<file path="config.mk">
export PLATFORM = sky130hd
export DESIGN_NAME = shift_add_mult_seq_flat
export DESIGN_NICKNAME = d
export VERILOG_FILES = /design/src/rtl/shift_add_mult_seq_pkg.sv /design/src/rtl/shift_add_mult_seq_if.sv /design/src/rtl/shift_add_mult_seq_adder.sv /design/src/rtl/shift_add_mult_seq.sv /design/src/flat_wrapper.sv
export SDC_FILE = /design/constraint.sdc
export NUM_CORES = 1
export LEC_CHECK = 0
export ABC_AREA = 1
export CELL_PAD_IN_SITES_DETAIL_PLACEMENT = 1
export CELL_PAD_IN_SITES_GLOBAL_PLACEMENT = 2
export CORE_MARGIN = 2
export CORE_UTILIZATION = 29
export DETAILED_ROUTE_END_ITERATION = 7
export GPL_TIMING_DRIVEN = 0
export HOLD_SLACK_MARGIN = 0.06
export MAX_ROUTING_LAYER = met4
export PLACE_DENSITY = 0.79
export SLEW_MARGIN = 20
export SYNTH_ARGS = -nofsm -noshare
export SYNTH_HDL_FRONTEND = slang
export SYNTH_SLANG_ARGS = --single-unit
</file>
<file path="constraint.sdc">
create_clock -name clk -period 3.4 [get_ports clk]
set_input_delay 0.68 -clock clk [delete_from_list [all_inputs] [get_ports clk]]
set_output_delay 0.68 -clock clk [all_outputs]
set_load 0.01 [all_outputs]
</file>
<file path="src/rtl/shift_add_mult_seq_pkg.sv">
`default_nettype none
// +----------------------------------------------------------------------------+
// | Package : mult_pkg                                                         |
// | Brief   : Shared constants and FSM state type for the 4x4 sequential       |
// |           shift-and-add multiplier.                                        |
// | Rev     : 1.0  initial release                                             |
// +----------------------------------------------------------------------------+
package mult_pkg;

  localparam int N     = 4;  // operand width; product is 2*N bits
  localparam int CNT_W = 2;  // iteration counter width, clog2(N)

  typedef enum logic [1:0] {
    IDLE = 2'd0,
    CALC = 2'd1,
    DONE = 2'd2
  } state_t;

endpackage : mult_pkg
`default_nettype wire

</file>
<file path="src/rtl/shift_add_mult_seq_if.sv">
`default_nettype none
// +----------------------------------------------------------------------------+
// | Interface : shift_add_mult_seq_if                                          |
// | Brief     : Operand/product handshake bundle between the operand source    |
// |             (master) and the multiplier (slave).                           |
// | Rev       : 1.0  initial release                                           |
// +----------------------------------------------------------------------------+
interface shift_add_mult_seq_if;
  import mult_pkg::*;

  logic               start;
  logic [N-1:0]       a;
  logic [N-1:0]       b;
  logic               busy;
  logic               done;
  logic [2*N-1:0]     p;

  modport master (output start, a, b, input  busy, done, p);
  modport slave  (input  start, a, b, output busy, done, p);

endinterface : shift_add_mult_seq_if
`default_nettype wire

</file>
<file path="src/rtl/shift_add_mult_seq_adder.sv">
`default_nettype none
// +----------------------------------------------------------------------------+
// | Module : adder                                                             |
// | Brief  : 8-bit ripple-carry adder built from a chain of full-adder cells.  |
// | Rev    : 1.0  initial release                                              |
// +----------------------------------------------------------------------------+
module adder (
  input  wire logic [7:0] a,
  input  wire logic [7:0] b,
  input  wire logic       cin,
  output logic      [7:0] sum,
  output logic            cout
);

  logic [8:0] w_carry;

  assign w_carry[0] = cin;

  // One full-adder cell per bit; carry ripples from LSB to MSB.
  for (genvar i = 0; i < 8; i++) begin : g_bit
    assign sum[i]       = a[i] ^ b[i] ^ w_carry[i];
    assign w_carry[i+1] = (a[i] & b[i]) | (w_carry[i] & (a[i] ^ b[i]));
  end

  assign cout = w_carry[8];

endmodule : adder
`default_nettype wire

</file>
<file path="src/rtl/shift_add_mult_seq.sv">
`default_nettype none
// +----------------------------------------------------------------------------+
// | Module : shift_add_mult_seq                                                |
// | Brief  : Sequential 4x4 unsigned shift-and-add multiplier. One partial     |
// |          product per cycle is accumulated through the ripple adder; the    |
// |          result is ready N cycles after an accepted start.                 |
// | Rev    : 1.0  initial release                                              |
// +----------------------------------------------------------------------------+
module shift_add_mult_seq
  import mult_pkg::*;
#(
  parameter int N     = mult_pkg::N,
  parameter int CNT_W = mult_pkg::CNT_W
) (
  input wire logic               clk,
  input wire logic               rst_n,
  shift_add_mult_seq_if.slave    bus
);

  localparam int P_W = 2 * N;

  // The adder is hard-wired at 8 bits, so only a 4-bit operand width fits.
  if (N != 4 || CNT_W != 2) begin : g_bad_width
    $error("shift_add_mult_seq: N must be 4 and CNT_W must be 2");
  end

  state_t             r_state;
  state_t             w_state_nxt;
  logic               w_busy;
  logic               w_done;

  logic [P_W-1:0]     r_mcand;
  logic [N-1:0]       r_mplier;
  logic [P_W-1:0]     r_acc;
  logic [CNT_W-1:0]   r_cnt;

  logic [P_W-1:0]     w_sum;
  logic               w_cout_unused;

  // Sole arithmetic unit; 15*15 fits in 8 bits so the carry-out never matters.
  adder u_adder (
    .a    (r_acc),
    .b    (r_mcand),
    .cin  (1'b0),
    .sum  (w_sum),
    .cout (w_cout_unused)
  );

  // State register; reset from any state returns to IDLE.
  always_ff @(posedge clk) begin
    if (!rst_n) r_state <= IDLE;
    else        r_state <= w_state_nxt;
  end

  // Next-state and handshake outputs; unused encodings fall back to IDLE.
  always_comb begin
    w_state_nxt = IDLE;
    w_busy      = 1'b0;
    w_done      = 1'b0;
    case (r_state)
      IDLE: w_state_nxt = bus.start ? CALC : IDLE;
      CALC: begin
        w_busy      = 1'b1;
        w_state_nxt = (r_cnt == CNT_W'(N - 1)) ? DONE : CALC;
      end
      DONE: begin
        w_busy      = 1'b1;
        w_done      = 1'b1;
        w_state_nxt = IDLE;
      end
      default: w_state_nxt = IDLE;
    endcase
  end

  // Datapath: latch operands on accept, then one shift-and-add step per CALC cycle.
  always_ff @(posedge clk) begin
    if (!rst_n) begin
      r_mcand  <= '0;
      r_mplier <= '0;
      r_acc    <= '0;
      r_cnt    <= '0;
    end else begin
      case (r_state)
        IDLE: begin
          if (bus.start) begin
            r_mcand  <= {{(P_W - N){1'b0}}, bus.a};
            r_mplier <= bus.b;
            r_acc    <= '0;
            r_cnt    <= '0;
          end
        end
        CALC: begin
          if (r_mplier[0]) r_acc <= w_sum;
          r_mcand  <= r_mcand << 1;
          r_mplier <= r_mplier >> 1;
          r_cnt    <= r_cnt + CNT_W'(1);
        end
        default: ;
      endcase
    end
  end

  assign bus.busy = w_busy;
  assign bus.done = w_done;
  assign bus.p    = r_acc;

endmodule : shift_add_mult_seq
`default_nettype wire

</file>
<file path="src/flat_wrapper.sv">
// flat-port wrapper written by rule: the top's interface ports become plain ports
module shift_add_mult_seq_flat import mult_pkg::*;
#(
  parameter int N     = mult_pkg::N,
  parameter int CNT_W = mult_pkg::CNT_W
)
  (clk, rst_n, bus_start, bus_a, bus_b, bus_busy, bus_done, bus_p);
  shift_add_mult_seq_if bus_i ();
  input wire logic clk;
  input wire logic rst_n;
  input wire logic [$bits(bus_i.start)-1:0] bus_start;
  input wire logic [$bits(bus_i.a)-1:0] bus_a;
  input wire logic [$bits(bus_i.b)-1:0] bus_b;
  output wire logic [$bits(bus_i.busy)-1:0] bus_busy;
  output wire logic [$bits(bus_i.done)-1:0] bus_done;
  output wire logic [$bits(bus_i.p)-1:0] bus_p;
  assign bus_i.start = bus_start;
  assign bus_i.a = bus_a;
  assign bus_i.b = bus_b;
  assign bus_busy = bus_i.busy;
  assign bus_done = bus_i.done;
  assign bus_p = bus_i.p;
  shift_add_mult_seq #(.N(N), .CNT_W(CNT_W)) u_core (.clk(clk), .rst_n(rst_n), .bus(bus_i));
endmodule
</file>
==> results.toml <==
[floorplanning]
die_h_um = 68.5
floorplan.initialDensity = 0.301
ios = 21
dieArea_sq_um = 4690
die_w_um = 68.5
core.rowCount = 23
core-area_sq_um = 4000

[logic_synthesis]
ys_seq_area_frac = 0.399
avgSynthCellArea_sq_um = 7.77
netlist_area_sq_um = 1200
synth_cell_types = 20
syn-num-nets = 177
syn_inst = 155
yosysWarnings = 0
synth_seq_cells = 24

[clock_tree]
cts_made_buffers = 3
cts_tree = "yes"
cts_buffer_depth = 2
cts_sinks = 24
clk_latency_ns = 0.28
clkTransAtPathRegs_ns = 0.09
cts-root-buf = "clkbuf_8"
htree_levels = 1

[worst_hold_path]
hold_start = "u_core.r_mplier[3]$_SDFFE_PN0P_"
hold_path.class = "reg -> reg"
hold_end = "u_core.r_mplier[3]$_SDFFE_PN0P_"
hold_depth = 2

[placed_design]
gp_congestion = 0.731
hpwl_um = 2270
placed_cell_area_sq_um = 1470
portBuffers = 20
dp.cells = 225

[outcome]
status = "finished clean"

[setup_path]
end_kind = "flop"
r2r-end = "u_core.bus.p[7]$_SDFFE_PN0P_"
startpoint_type = "flop"
reg2reg_from = "u_core.bus.p[0]$_SDFFE_PN0P_"
critPathSlowestCell = "fa_1"
cpPeakStageDelay_ns = 0.37
worstSetupPathType = "reg -> reg"
cp_data_required_time_ns = 3.60
ff2ff_setup_slack_ns = 0.27
cp_cell_sequence = "ha_1, inv_1, fa_1, inv_1, fa_1, inv_1, fa_1, fa_1, inv_1, fa_1, inv_1, fa_1, inv_1, nand2_1, nand2_1, nand2_1, nand2_1, nand2_1, a21oi_1"
cp_num_buf_inv = 6
cp_top_family = "adder cells"
arrival_ns = 3.33
reg2reg_depth = 19
crit_fanout = 3

[detailed_routing]
drt-met1-wl_um = 1300
drt-initial-drc-count = 18
avgViaCountPerCell = 4.69
drc = 0
top_layer_used = "met4"
wirelength_um = 3100
wl_met2_um = 1620
vias = 1075
wl_met3_um = 131
first_pass_iters = 4
ant_nets = 0
routedWlPerCell_um = 13.5

[timing]
fin_crit_ns = 3.13
hold_viol_final = 0
setup_viol = 0
fin_tns_setup_ns = 0
rsz0062_at_grt = "false"
max_freq_ghz = 0.320
fin_hold_ws_ns = 0.479
drv_slew = 0
tightest_slew_ns = 0.623
period_share = 0.920
relSlewSlack = 0.585
clock_skew_ns = 0.00643

[flow_run]
drv_cap = 0

[finish]
drive_above_1_share = 0.0726
nNetsFinal = 202
stdcell_area_sq_um = 1530
final_cells = 229
syn2layout_area_growth_pct = 26.6
diodes = 0

[pwr]
worst_ir_drop_vdd_mv = 0.172
power.density_nw_per_um2 = 414
leakagePower_nw = 0.634
power.total_uw = 632

[global_route]
antenna_found_initial = 0
grt_pass1_wl_um = 5040
grtUsageTotal = 0.155
grt_pass1_vias = 1078
gr-total-overflow = 0
grt_max_degree = 14
[placed cells by master (no fill, tap or decap), drive strengths merged]
cell / instances
inv: 27
nand3b: 1
dfxtp: 24
clkdlybuf4s50: 20
fa: 6
nor3: 1
nand3: 2
buf: 3
ha: 5
o21ai: 13
a21oi: 16
a31oi: 6
nand2: 41
clkbuf: 7
nor2: 7
[power breakdown]
group	internal [mW]	leakage [nW]	switching, mW	total [mW]
sequential	0.300	0.197	0.0137	0.314
clock	0.104	0.0288	0.0991	0.203
combinational	0.0461	0.408	0.0693	0.115
total	0.450	0.634	0.182	0.632
[layer usage]
metal	up-vias	global-route usage
met5	-	-
met4	0	0.0525
met3	5	0.0395
met2	18	0.276
met1	520	0.166
li1	532	-
[state kept, by name, summed over array words and instances (netlist names)]
register / cells
u_core.r_cnt: 2
u_core.r_mplier: 4
u_core.r_state: 2
u_core.r_mcand: 8
u_core.bus.p: 8
[layout make-up]
type	count	area [sq um]
buffer	6	28.8
sequential	24	483
tap	50	62.6
inverter	27	101
timing repair buffer	20	200
clock buffer	4	55.1
fill	503	2470
multi-input combinational	98	594
[cell usage after synthesis (all sizes together)]
master / instances / area (sq um)
nand3b: 1 / 7.51
inv: 27 / 101
nand2: 41 / 164
nor2: 7 / 42.5
ha: 5 / 62.6
nand3: 2 / 10.0
dfxtp: 24 / 480
clkbuf: 3 / 11.3
a21oi: 16 / 80.1
buf: 3 / 17.5
o21ai: 13 / 65.1
nor3: 1 / 5.00
a31oi: 6 / 37.5
fa: 6 / 120
[cells by family after synthesis]
| group | after synthesis | synth area share |
|---|---|---|
| flip-flops | 24 | 0.399 |
| adder cells (fa/ha/maj) | 11 | 0.152 |
| AND/OR/NAND/NOR | 52 | 0.190 |
| AO/OA/AOI/OAI | 35 | 0.152 |
| buffers and inverters | 33 | 0.108 |
[stage by stage]
step	setup WS (ns)	utilization
6_report	0.274	0.381
3_5_place_dp	0.222	0.367
2_1_floorplan	0.421	-
5_1_grt	0.0141	0.381
3_3_place_gp	0.340	0.367
4_1_cts	0.174	0.381
[repair_timing]
item                       4_1_cts  5_1_grt
buffers inserted                 0        0
resized for setup                0        2
setup endpoints to repair        0        1
hold buffers                     0        0
[tightest hold or removal path, delay by kind of cell (launching register included)]
family,cells,cell delay [ns]
DFF,1,0.32
and+or+nand+nor,1,0.06
AOI/OAI and AO/OA,1,0.06
[how the worst max path moves through the flow]
| stage | startpoint | to | slack [ns] | cells past startpoint |
|---|---|---|---|---|
| 5_1_grt | u_core.r_mcand[0]$_SDFFE_PN0P_ | u_core.bus.p[7]$_SDFFE_PN0P_ | 0.01 | 19 |
| 6_report | u_core.bus.p[0]$_SDFFE_PN0P_ | u_core.bus.p[7]$_SDFFE_PN0P_ | 0.27 | 19 |
| 2_1_floorplan | u_core.bus.p[0]$_SDFFE_PN0P_ | u_core.bus.p[7]$_SDFFE_PN0P_ | 0.42 | 19 |
| 4_1_cts | u_core.r_mcand[0]$_SDFFE_PN0P_ | u_core.bus.p[7]$_SDFFE_PN0P_ | 0.17 | 19 |
| 3_5_place_dp | u_core.r_mcand[0]$_SDFFE_PN0P_ | u_core.bus.p[7]$_SDFFE_PN0P_ | 0.22 | 19 |
| 3_3_place_gp | u_core.r_mcand[0]$_SDFFE_PN0P_ | u_core.bus.p[7]$_SDFFE_PN0P_ | 0.34 | 19 |
Power figures use the tool's default switching activity.
